[config.mk]
export PLATFORM = sky130hd
export DESIGN_NAME = ex_muldiv_unit
export DESIGN_NICKNAME = d
export VERILOG_FILES = /design/src/rtl/muldiv_pkg.sv /design/src/rtl/ex_muldiv_unit.sv
export SDC_FILE = /design/constraint.sdc
export NUM_CORES = 1
export LEC_CHECK = 0
export ABC_CLOCK_PERIOD_IN_PS = 6000
export CAP_MARGIN = 20
export CORE_MARGIN = 3
export CORE_UTILIZATION = 35
export CTS_CLUSTER_SIZE = 40
export DETAILED_ROUTE_END_ITERATION = 8
export PLACE_DENSITY_LB_ADDON = 0.2
export REMOVE_ABC_BUFFERS = 1
export SETUP_SLACK_MARGIN = 0.3
export SKIP_LAST_GASP = 1
export SLEW_MARGIN = 20
export SYNTH_ARGS = -nofsm -noshare
export SYNTH_HDL_FRONTEND = slang
export SYNTH_SLANG_ARGS = --single-unit
[constraint.sdc]
create_clock -name CLK -period 6 [get_ports CLK]
set_input_delay 1.2 -clock CLK [delete_from_list [all_inputs] [get_ports CLK]]
set_output_delay 1.2 -clock CLK [all_outputs]
set_load 0.1 [all_outputs]
[src/rtl/muldiv_pkg.sv]
// Shared types and constants for the iterative RV32M multiply/divide unit.
package muldiv_pkg;

    // funct3 encodings of the M-extension operations
    typedef enum logic [2:0] {
        OP_MUL    = 3'd0,
        OP_MULH   = 3'd1,
        OP_MULHSU = 3'd2,
        OP_MULHU  = 3'd3,
        OP_DIV    = 3'd4,
        OP_DIVU   = 3'd5,
        OP_REM    = 3'd6,
        OP_REMU   = 3'd7
    } muldiv_op_e;

    typedef enum logic [1:0] {
        ST_IDLE  = 2'd0,
        ST_CALC  = 2'd1,
        ST_FIXUP = 2'd2,
        ST_DONE  = 2'd3
    } muldiv_state_e;

    localparam int          MULDIV_ITERS = 32;
    localparam logic [31:0] DIV0_QUOT    = 32'hFFFF_FFFF;
    localparam logic [31:0] OVF_QUOT     = 32'h8000_0000;

    // Divide/remainder operations all have funct3[2] set
    function automatic logic is_div_op(input muldiv_op_e op);
        return op[2];
    endfunction

    // Remainder operations (REM, REMU) have funct3[1] set within the divide group
    function automatic logic is_rem_op(input muldiv_op_e op);
        return op[2] & op[1];
    endfunction

endpackage

[src/rtl/ex_muldiv_unit.sv]
// Iterative RV32M multiply/divide unit for the execute stage.
// One 64-bit register is shared between the shift-add multiplier (product,
// multiplier shifting out of the low word) and the restoring divider
// (remainder in the high word, dividend/quotient in the low word).
//
// Handshake: an operation is accepted in IDLE when START is high and FLUSH is
// low; STALL is asserted from that cycle until the result is ready. DONE is a
// single-cycle pulse in which RESULT is valid; RESULT then holds until the
// next DONE. FLUSH outside IDLE abandons the operation without a DONE.
module ex_muldiv_unit
    import muldiv_pkg::*;
(
    input  logic        CLK,
    input  logic        RST,
    input  logic        START,
    input  logic [2:0]  OP,
    input  logic [31:0] OPERAND_A,
    input  logic [31:0] OPERAND_B,
    input  logic        FLUSH,
    output logic        STALL,
    output logic        BUSY,
    output logic        DONE,
    output logic [31:0] RESULT
);

    muldiv_state_e r_state;
    muldiv_state_e w_state_next;

    muldiv_op_e    r_op;
    logic [31:0]   r_b_mag;
    logic          r_neg_q;      // product / quotient must be negated
    logic          r_a_neg;      // remainder must be negated (dividend sign)
    logic [4:0]    r_cnt;
    logic [63:0]   r_acc;
    logic [31:0]   r_result;

    muldiv_op_e    w_op;
    logic          w_a_signed;
    logic          w_b_signed;
    logic          w_a_neg;
    logic          w_b_neg;
    logic [31:0]   w_a_mag;
    logic [31:0]   w_b_mag;
    logic          w_div0;
    logic          w_ovf;
    logic          w_special;
    logic [31:0]   w_special_res;
    logic          w_accept;
    logic          w_last_iter;

    logic [32:0]   w_sum;
    logic [32:0]   w_shift;
    logic [32:0]   w_diff;
    logic [63:0]   w_acc_next;

    logic [63:0]   w_prod;
    logic [31:0]   w_quot;
    logic [31:0]   w_rem;
    logic [31:0]   w_fix_res;

    assign w_op = muldiv_op_e'(OP);

    // Operand signedness and magnitudes; MUL is treated as unsigned on raw operands
    always_comb begin
        w_a_signed = (w_op == OP_MULH) || (w_op == OP_MULHSU) ||
                     (w_op == OP_DIV)  || (w_op == OP_REM);
        w_b_signed = (w_op == OP_MULH) || (w_op == OP_DIV) || (w_op == OP_REM);
        w_a_neg    = w_a_signed & OPERAND_A[31];
        w_b_neg    = w_b_signed & OPERAND_B[31];
        w_a_mag    = w_a_neg ? (~OPERAND_A + 32'd1) : OPERAND_A;
        w_b_mag    = w_b_neg ? (~OPERAND_B + 32'd1) : OPERAND_B;
    end

    // Divide-by-zero and signed overflow bypass the iteration entirely
    always_comb begin
        w_div0    = is_div_op(w_op) && (OPERAND_B == 32'd0);
        w_ovf     = ((w_op == OP_DIV) || (w_op == OP_REM)) &&
                    (OPERAND_A == OVF_QUOT) && (OPERAND_B == 32'hFFFF_FFFF);
        w_special = w_div0 | w_ovf;
        w_special_res = 32'd0;
        if (w_div0) begin
            w_special_res = is_rem_op(w_op) ? OPERAND_A : DIV0_QUOT;
        end else if (w_ovf) begin
            w_special_res = is_rem_op(w_op) ? 32'd0 : OVF_QUOT;
        end
    end

    assign w_accept    = (r_state == ST_IDLE) && START && !FLUSH;
    assign w_last_iter = (r_cnt == 5'(MULDIV_ITERS - 1));

    // One iteration of the shared shift datapath
    always_comb begin
        w_sum   = {1'b0, r_acc[63:32]} + {1'b0, (r_acc[0] ? r_b_mag : 32'd0)};
        w_shift = r_acc[63:31];
        w_diff  = w_shift - {1'b0, r_b_mag};
        if (is_div_op(r_op)) begin
            if (!w_diff[32]) begin
                w_acc_next = {w_diff[31:0], r_acc[30:0], 1'b1};
            end else begin
                w_acc_next = {w_shift[31:0], r_acc[30:0], 1'b0};
            end
        end else begin
            w_acc_next = {w_sum, r_acc[31:1]};
        end
    end

    // Sign correction and result selection after the last iteration
    always_comb begin
        w_prod = r_neg_q ? (~r_acc + 64'd1) : r_acc;
        w_quot = r_neg_q ? (~r_acc[31:0] + 32'd1) : r_acc[31:0];
        w_rem  = r_a_neg ? (~r_acc[63:32] + 32'd1) : r_acc[63:32];
        case (r_op)
            OP_MUL:                      w_fix_res = w_prod[31:0];
            OP_MULH, OP_MULHSU, OP_MULHU: w_fix_res = w_prod[63:32];
            OP_DIV, OP_DIVU:             w_fix_res = w_quot;
            OP_REM, OP_REMU:             w_fix_res = w_rem;
            default:                     w_fix_res = w_prod[31:0];
        endcase
    end

    // FSM state register
    always_ff @(posedge CLK or posedge RST) begin
        if (RST) begin
            r_state <= ST_IDLE;
        end else begin
            r_state <= w_state_next;
        end
    end

    // FSM next state and status outputs
    always_comb begin
        w_state_next = r_state;
        STALL        = 1'b0;
        BUSY         = 1'b1;
        DONE         = 1'b0;
        case (r_state)
            ST_IDLE: begin
                BUSY  = 1'b0;
                STALL = w_accept;
                if (w_accept) begin
                    w_state_next = w_special ? ST_DONE : ST_CALC;
                end
            end
            ST_CALC: begin
                STALL = 1'b1;
                if (FLUSH) begin
                    w_state_next = ST_IDLE;
                end else if (w_last_iter) begin
                    w_state_next = ST_FIXUP;
                end
            end
            ST_FIXUP: begin
                STALL        = 1'b1;
                w_state_next = FLUSH ? ST_IDLE : ST_DONE;
            end
            ST_DONE: begin
                DONE         = 1'b1;
                w_state_next = ST_IDLE;
            end
            default: begin
                w_state_next = ST_IDLE;
            end
        endcase
    end

    // Latch operation, sign flags and divisor magnitude on acceptance
    always_ff @(posedge CLK or posedge RST) begin
        if (RST) begin
            r_op    <= OP_MUL;
            r_b_mag <= 32'd0;
            r_neg_q <= 1'b0;
            r_a_neg <= 1'b0;
        end else if (w_accept) begin
            r_op    <= w_op;
            r_b_mag <= w_b_mag;
            r_neg_q <= w_a_neg ^ w_b_neg;
            r_a_neg <= w_a_neg;
        end
    end

    // Iteration counter and shared accumulator
    always_ff @(posedge CLK or posedge RST) begin
        if (RST) begin
            r_cnt <= 5'd0;
            r_acc <= 64'd0;
        end else if (w_accept) begin
            r_cnt <= 5'd0;
            r_acc <= {32'd0, w_a_mag};
        end else if (r_state == ST_CALC) begin
            r_cnt <= r_cnt + 5'd1;
            r_acc <= w_acc_next;
        end
    end

    // Result register: special results load on acceptance, normal ones in FIXUP
    always_ff @(posedge CLK or posedge RST) begin
        if (RST) begin
            r_result <= 32'd0;
        end else if (w_accept && w_special) begin
            r_result <= w_special_res;
        end else if ((r_state == ST_FIXUP) && !FLUSH) begin
            r_result <= w_fix_res;
        end
    end

    assign RESULT = r_result;

endmodule

# [Word-level counts from Yosys, hierarchy flattened]
# Index checks and enable logic that the tools add are counted.
[classes] bitwise=10 n_lt_le_gt_ge=0 reduce_logical=24 muxes=28 n_shift=0 n_div=0 multipliers=0 eq_ne=19 add_sub_neg=8
[ops] cell="$mux 32" n=11
[ops] cell="$mux 64" n=5
[ops] cell="$add 32x1->32 const B" n=4
[ops] cell="$not 32->32" n=4
[ops] cell="$pmux 32 s4" n=1
[ops] cell="$add 64x1->64 const B" n=1
[ops] cell="$eq 32x32->1 const B" n=2
[ops] cell="$not 64->64" n=1
[ops] cell="$add 32x32->33" n=1
[ops] cell="$sub 33x32->33" n=1
[ops] cell="$logic_not 32->1" n=1
[ops] cell="$eq 3x3->1 const B" n=6
[ops] cell="$mux 2" n=5
[ops] cell="$mux 5" n=2
[ops] cell="$eq 3x2->1 const B" n=3
[ops] cell="$pmux 2 s4" n=1
[ops] cell="$logic_and 1x1->1" n=7
[ops] cell="$eq 3x1->1 const B" n=2
[ops] cell="$logic_or 1x1->1" n=6
[ops] cell="$reduce_or 2->1" n=3
[ops] cell="$add 5x1->5 const B" n=1
[ops] cell="$eq 5x5->1 const B" n=1
[ops] cell="$eq 2x2->1 const B" n=2
[ops] cell="$reduce_bool 2->1" n=2
[ops] cell="13 further kinds" n=16
[totals] inputBits=71 regBits=140 romBits=0 ramBits=0 out_inout_bits=35 latchBits=0 wordCells=97 mem_count=0

# [Depth between registers and ports, before layout]
# Gate-level depths: netlist (run 1).
[logic_depth] ltp_word=8 mapped_depth=15 depth_no_buf=14

# [Least setup slack after synthesis (run 1)]
# No wires, ideal clock.
[synth_timing] path_kind="input port to output port" startpoint="input port FLUSH" endpoint="output port STALL" path_buffers=1 required_ns=4.800 stages=5 slack_ns=1.698 arrival_ns=3.102 path_cell_list="nand2b_1 -> nor2_1 -> clkbuf_1 -> nor2_1 -> nor2_1"
[synth_via] elab_chain_len=3
[synth_lines] item="from (decl)" line="ex_muldiv_unit.sv:19" rtl="input logic FLUSH,"
[synth_lines] item="$logic_not 1->1" line="ex_muldiv_unit.sv:88" rtl="assign w_accept = (r_state == ST_IDLE) && START && !FLUSH;"
[synth_lines] item="$logic_and 1x1->1" line="ex_muldiv_unit.sv:88"
[synth_lines] item="$pmux 1 s2" line="ex_muldiv_unit.sv:136" rtl="case (r_state)"
[synth_lines] item="to (decl)" line="ex_muldiv_unit.sv:20" rtl="output logic STALL,"
# No other way between the ends.

# [Worst setup path after layout (run 1)]
[layout_timing] startpoint="register r_acc[31]" endpoint="register r_acc[35]"
[layout_via] elab_chain_len=5
[layout_lines] item="from (decl)" line="ex_muldiv_unit.sv:34" rtl="logic [63:0] r_acc;"
[layout_lines] item="from (signal assigned)" line="ex_muldiv_unit.sv:188" rtl="r_acc <= {32'd0, w_a_mag};"
[layout_lines] item="from (signal assigned)" line="ex_muldiv_unit.sv:191" rtl="r_acc <= w_acc_next;"
[layout_lines] item="$sub 33x32->33" line="ex_muldiv_unit.sv:95" rtl="w_diff = w_shift - {1'b0, r_b_mag};"
[layout_lines] item="$mux 64" line="ex_muldiv_unit.sv:97" rtl="if (!w_diff[32]) begin"
[layout_lines] item="$mux 64" line="ex_muldiv_unit.sv:96" rtl="if (is_div_op(r_op)) begin"
[layout_lines] item="$mux 64" line="ex_muldiv_unit.sv:189" rtl="end else if (r_state == ST_CALC) begin"
[layout_lines] item="$mux 64" line="ex_muldiv_unit.sv:186" rtl="end else if (w_accept) begin"
# No other way between the ends. The select of a mux whose other input is x is not followed.
# A chain may end at the register's enable or synchronous reset.

==> results.yml, run 1 <==
placement:
  place_hpwl_mm: 35.0
  place.gp.congestion: 0.937
  post-place-cells: 2373
  portBuffers: 105
  dp_slack_ps: 1160
die:
  start_util_pct: 35.8
  rows: 72
  die_area_um2: 42300
  core-area_um2: 39000
  die_w_um: 206
  io_pins: 106
  die_h_um: 206
synth:
  syn_area_per_cell_um2: 7.59
  synth_fa_ha_area_share_pct: 7.01
  ys_warn_count: 0
  synth_top_area_share_pct: 25.1
  synth_ff_type: "dfrtp_1"
  synth-compound-area-share_pct: 29.6
  synthMuxAreaShare_pct: 3.54
  synth_area_leader_cell: "dfrtp_1"
  ys_seq_area_share_pct: 25.1
  yosys.area_share.simple_pct: 18.9
  syn-instance-count: 1839
  netlist_area_um2: 14000
  synthTopCellsByArea: "dfrtp_1 (25%), o21ai_0 (8.4%), ha_1 (6.7%)"
  synthXorXnorAreaFrac_pct: 10.7
  ys_ff_latch: 140
  ys_types: 86
  ys_async_sr_fraction_pct: 100
  synth_top_family_by_area: "compound AO/OA/AOI/OAI gates"
  synth_edf_count: 0
worst_setup_path:
  cp-start-kind: "flip-flop"
  path_class: "flip-flop to flip-flop"
  endpoint_kind: "flip-flop"
  path_buf_inv: 2
  crit_slowest_cell: "a311oi_4"
  worstPathMaxFanout: 16
  cp_top_family: "compound AO/OA/AOI/OAI gates"
  crit_chain: "inv_1 -> ha_1 -> fa_1 -> nor2b_1 -> o2111ai_1 -> a32o_1 -> o211ai_1 -> nand3_1 -> o21a_1 -> a311oi_4 -> buf_4 -> mux2_2 -> a22oi_1 -> a21oi_1"
  arrival_ps: 5050
  cpPeakStageDelay_ps: 750
  critPathRequiredTime_ps: 6280
sta:
  tightest_slew_ps: 1040
  slew_violations: 0
  grt_setup_unrepaired: "false"
  layout_setup_ws_ps: 1230
  hold_viol: 0
  hold-worst-slack_ps: 478
  max_freq_mhz: 210
  min_period_ps: 4770
  slew_headroom_pct: 30.3
  finalCritPeriodShare_pct: 79.5
  finalSetupViolCount: 0
  tns_ps: 0
  fin_skew_ps: 16.8
routing:
  routed_wl_mm: 47.2
  first_iter_violations: 1000
  via_count: 13900
  wl_per_cell_um: 19.6
  ant_nets: 0
  drc_errors: 0
  vias_per_cell: 5.79
  drt_first_pass_iters: 5
clock_tree:
  path_clk_slew_ps: 60
  clock-sinks: 140
  tritoncts: "done"
  cts_buffer_depth: 2
  postCtsHoldBufs: 0
  clkLatencyLatePin_ps: 450
  cts_setup_buffers: 0
  post_cts_resized: 0
  h-tree-depth: 4
  root_buffer: "clkbuf_16"
  numCtsBuffers: 17
final_layout:
  final_common_cell: "o21ai_0"
  mostFrequentLayoutCells: "o21ai_0 (232), nand2_1 (192), a21oi_1 (156), nor2_1 (151), dfrtp_1 (138)"
  drive_gt1_share_pct: 5.25
  antennaDiodeCount: 0
  synthToLayoutAreaGrowth_pct: 14.9
  fin_cells: 2405
  final_nets: 2022
global_routing:
  top_usage_layer: "met2"
  grt_usage_pct: 22.3
  grt_pass1_vias: 13400
  grtUsageMet3_pct: 2.55
  grt_pass1_wl_mm: 75.1
  overflow: 0
  grt_use_met2_pct: 36.4
  grt_max_degree: 94
  grt_use_met1_pct: 31.0
  antenna_found_initial: 0
job:
  maxCapViolCount: 0
pwr:
  p_leak_nw: 6.51
  peakVddDrop_mv: 0.209
  p_per_area_nw_per_um2: 630
hold_path:
  min_path_type: "flip-flop to flip-flop"
run_status:
  status: "complete, no violations"
[state kept, by name (all words and copies together), names as in the netlist]
name,flops
RESULT,32
r_a_neg,1
r_acc,64
r_b_mag,32
r_cnt,5
r_neg_q,1
r_op,3
r_state,2
[synth_stat cells, drive strengths merged, types with 8 or more instances]
cell type	instances
nand4	18
nor2b	16
nand2b	15
o211ai	48
or3	17
o21ai	242
a221oi	8
and2	11
or4	12
a22oi	15
nor2	154
buf	21
ha	75
nor3	31
a31oi	10
o221ai	9
nand2	192
o21a	15
xnor2	76
a21o	36
nor4	21
o31ai	32
nand3	33
dfrtp	140
a211oi	20
o22ai	12
clkbuf	95
xor2	95
o41ai	13
or2	8
a21oi	157
inv	65
mux2i	46
[routing by layer]
layer	wire (µm)	vias to the layer above	share of wire, %
met5	0	-	0
li1	-	6762	-
met4	944	0	2.0
met3	2400	56	5.1
met2	21800	422	46
met1	22000	6690	47
[per-stage QoR]
stage	area, µm²	power (W)	utilization, %
after global placement	15400	0.00879	39.5
after floorplan	13500	0.00702	-
after detailed placement	15400	0.00886	39.5
after global routing	16000	0.0109	41.1
final	16000	0.0101	41.1
after CTS	16000	0.0101	41.1
[worst reg2reg max path, stage by stage, from the launching register on]
cell and delay [ps]:
dfrtp_1 410, inv_1 140, ha_1 250, fa_1 380
nor2b_1 260, o2111ai_1 160, a32o_1 340, o211ai_1 460
nand3_1 210, o21a_1 250, a311oi_4 750, buf_4 320
mux2_2 360, a22oi_1 210, a21oi_1 90
[layout make-up]
class | count | area (µm²)
inverters | 66 | 253
clock inverters | 13 | 190
clock buffers | 19 | 443
multi-input cells | 1517 | 9740
repair buffers | 132 | 1250
well taps | 518 | 648
flip-flops and latches | 140 | 3510
fillers | 3992 | 23000
[logic make-up (layout without fill, tap and decap cells)]
| logic type | Yosys count | count (layout) |
|---|---|---|
| adder cells (fa/ha/maj) | 77 | 77 |
| buffers and inverters | 182 | 230 |
| multiplexers | 49 | 49 |
| XOR/XNOR | 171 | 171 |
| flip-flops | 140 | 140 |
| AO/OA/AOI/OAI | 665 | 665 |
| AND/OR/NAND/NOR | 555 | 555 |
[final timing paths]
kind / startpoint / cells after the start / endpoint / slack [ps]
hold / removal: r_b_mag[21]$_DFFE_PP0P_ / 2 / r_b_mag[21]$_DFFE_PP0P_ / 480
setup / recovery: r_acc[31]$_DFFE_PP0P_ / 14 / r_acc[35]$_DFFE_PP0P_ / 1230
max in group asynchronous: RST / 3 / r_acc[28]$_DFFE_PP0P_ / 3700
min in group asynchronous: RST / 2 / r_b_mag[3]$_DFFE_PP0P_ / 1190
hold reg to reg: r_b_mag[21]$_DFFE_PP0P_ / 2 / r_b_mag[21]$_DFFE_PP0P_ / 480
setup reg to reg: r_acc[31]$_DFFE_PP0P_ / 14 / r_acc[35]$_DFFE_PP0P_ / 1230
[power breakdown]
group	total, W	leakage, nW	switching [W]	internal, W
clock	0.00118	0.296	0.000467	0.000709
combinational	0.00686	4.52	0.00432	0.00254
sequential	0.00208	1.70	0.000694	0.00138
No activity file was read; power rests on OpenSTA's default activity.
==> run 2: changes to the inputs <==
--- a/config.mk
+++ b/config.mk
@@ -5,7 +5,7 @@
 export SDC_FILE = /design/constraint.sdc
 export NUM_CORES = 1
 export LEC_CHECK = 0
-export ABC_CLOCK_PERIOD_IN_PS = 6000
+export ABC_CLOCK_PERIOD_IN_PS = 3850
 export CAP_MARGIN = 20
 export CORE_MARGIN = 3
 export CORE_UTILIZATION = 35
==> constraint.sdc (replaced) <==
create_clock -name CLK -period 3.85 [get_ports CLK]
set_input_delay 0.77 -clock CLK [delete_from_list [all_inputs] [get_ports CLK]]
set_output_delay 0.77 -clock CLK [all_outputs]
set_load 0.1 [all_outputs]
==> results.yml, run 2 (synthesis results as in run 1) <==
worst_setup_path:
  crit_slowest_cell: "dfrtp_1"
  cpPeakStageDelay_ps: 390
  worstPathMaxFanout: 8
  arrival_ps: 3780
  path_class: "flip-flop to flip-flop"
  r2r_setup_slack_ps: 400
  endpoint_kind: "flip-flop"
  cp-start-kind: "flip-flop"
  path_buf_inv: 5
  cp_top_family: "compound AO/OA/AOI/OAI gates"
  r2r_end: "r_acc[51]$_DFFE_PP0P_"
  r2r_cells: 16
  crit_chain: "inv_2 -> ha_4 -> fa_2 -> nor2b_4 -> o2111ai_2 -> a32o_2 -> o211ai_1 -> buf_4 -> nand3_4 -> o21a_1 -> a311oi_4 -> buf_12 -> buf_12 -> buf_8 -> o211ai_1 -> a22o_1"
  critPathRequiredTime_ps: 4190
  reg2reg_from: "r_acc[31]$_DFFE_PP0P_"
  path_depth: 16
routing:
  drt_first_pass_iters: 7
  first_iter_violations: 1100
  routed_wl_mm: 51.2
  ant_nets: 0
  drc_errors: 0
  via_count: 14500
  wl_per_cell_um: 20.3
  vias_per_cell: 5.77
final_layout:
  mostFrequentLayoutCells: "o21ai_0 (227), nand2_1 (192), a21oi_1 (152), nor2_1 (149), dfrtp_1 (136)"
  largest_register_ffs: 64
  final_util_pct: 44.2
  drive_gt1_share_pct: 13.0
  regMostFlops: "r_acc"
  fin_area_um2: 17300
  final_nets: 2135
  antennaDiodeCount: 0
  final_common_cell: "o21ai_0"
  synthToLayoutAreaGrowth_pct: 23.6
  fin_cells: 2518
hold_path:
  holdCritStartpoint: "r_b_mag[4]$_DFFE_PP0P_"
  min_path_type: "flip-flop to flip-flop"
  hold_end: "r_b_mag[4]$_DFFE_PP0P_"
  min_path_cells: 2
sta:
  grt_setup_unrepaired: "true"
  hold_viol: 0
  finalSetupViolCount: 0
  fin_skew_ps: 14.2
  min_period_ps: 3450
  finalCritPeriodShare_pct: 89.5
  tightest_slew_ps: 978
  hold-worst-slack_ps: 479
  slew_violations: 0
  slew_headroom_pct: 34.6
  max_freq_mhz: 290
  tns_ps: 0
global_routing:
  grt_pass1_vias: 14000
  overflow: 0
  grt_pass1_wl_mm: 79.8
  grt_usage_pct: 23.9
  antenna_found_initial: 1
  grt_max_degree: 84
clock_tree:
  h-tree-depth: 4
  postCtsHoldBufs: 0
  clock-sinks: 140
  clkLatencyLatePin_ps: 450
  tritoncts: "done"
  root_buffer: "clkbuf_16"
  cts_buffer_depth: 2
  numCtsBuffers: 17
  path_clk_slew_ps: 70
pwr:
  p_per_area_nw_per_um2: 1010
  p_leak_nw: 7.14
  peakVddDrop_mv: 0.382
placement:
  post-place-cells: 2471
  place.gp.congestion: 0.956
  place_hpwl_mm: 37.8
  placed_cell_area_um2: 16200
  portBuffers: 105
die:
  start_util_pct: 35.8
  core-area_um2: 39000
  die_area_um2: 42300
  die_w_um: 206
  rows: 72
  io_pins: 106
  die_h_um: 206
run_status:
  status: "complete, no violations"
job:
  maxCapViolCount: 0
[run 2: worst min-delay path: stages (launching register included)]
cell	delay, ps
dfrtp_1	340
nand2_1	40
o21ai_0	60
[run 2: layer usage]
metal  part of all wire [%]  vias up  track usage, %
met5                      0        -               0
met4                    2.1        0            6.91
met3                    5.3       66            2.93
met2                     47      460            38.6
met1                     46     7029            33.4
li1                       -     6984               -
[run 2: how the worst max path moves through the flow]
stage,startpoint,slack (ps),endpoint
final,r_acc[31]$_DFFE_PP0P_,400,r_acc[51]$_DFFE_PP0P_
after global routing,r_acc[0]$_DFFE_PP0P_,220,r_acc[59]$_DFFE_PP0P_
after CTS,r_acc[31]$_DFFE_PP0P_,260,r_acc[36]$_DFFE_PP0P_
after detailed placement,OPERAND_B[0],-20,RESULT[24]$_DFFE_PP0P_
after global placement,OPERAND_B[0],30,RESULT[24]$_DFFE_PP0P_
after floorplan,RST,-670,RESULT[0]$_DFFE_PP0P_
[run 2: cell type report]
class | count | area (µm²)
clock buffer | 17 | 425
clock inverter | 15 | 188
fill | 3918 | 21800
inverter | 66 | 256
multi-input combinational | 1517 | 9980
sequential | 140 | 3510
tap | 518 | 648
timing repair buffer | 245 | 2250
[run 2: through the flow]
| step | total power, W | worst slack (ps) |
|---|---|---|
| finish | 0.0173 | 404 |
| detailed placement | 0.0145 | -16.2 |
| global route | 0.0186 | 222 |
| floorplan | 0.0109 | -673 |
| CTS | 0.0169 | 259 |
| global placement | 0.0144 | 35.0 |
[run 2: what timing repair did]
action                                 CTS  global route
pin swaps                               14            21
gates cloned                             0             1
endpoints found under the hold margin    0             0
setup endpoints to repair               32            40
buffers inserted                         9             5
gates resized for setup                 34            38
[run 2: power breakdown]
group / internal (W) / switching (W)
sequential: 0.00216 / 0.000825
combinational: 0.00494 / 0.00761
clock: 0.00103 / 0.000773
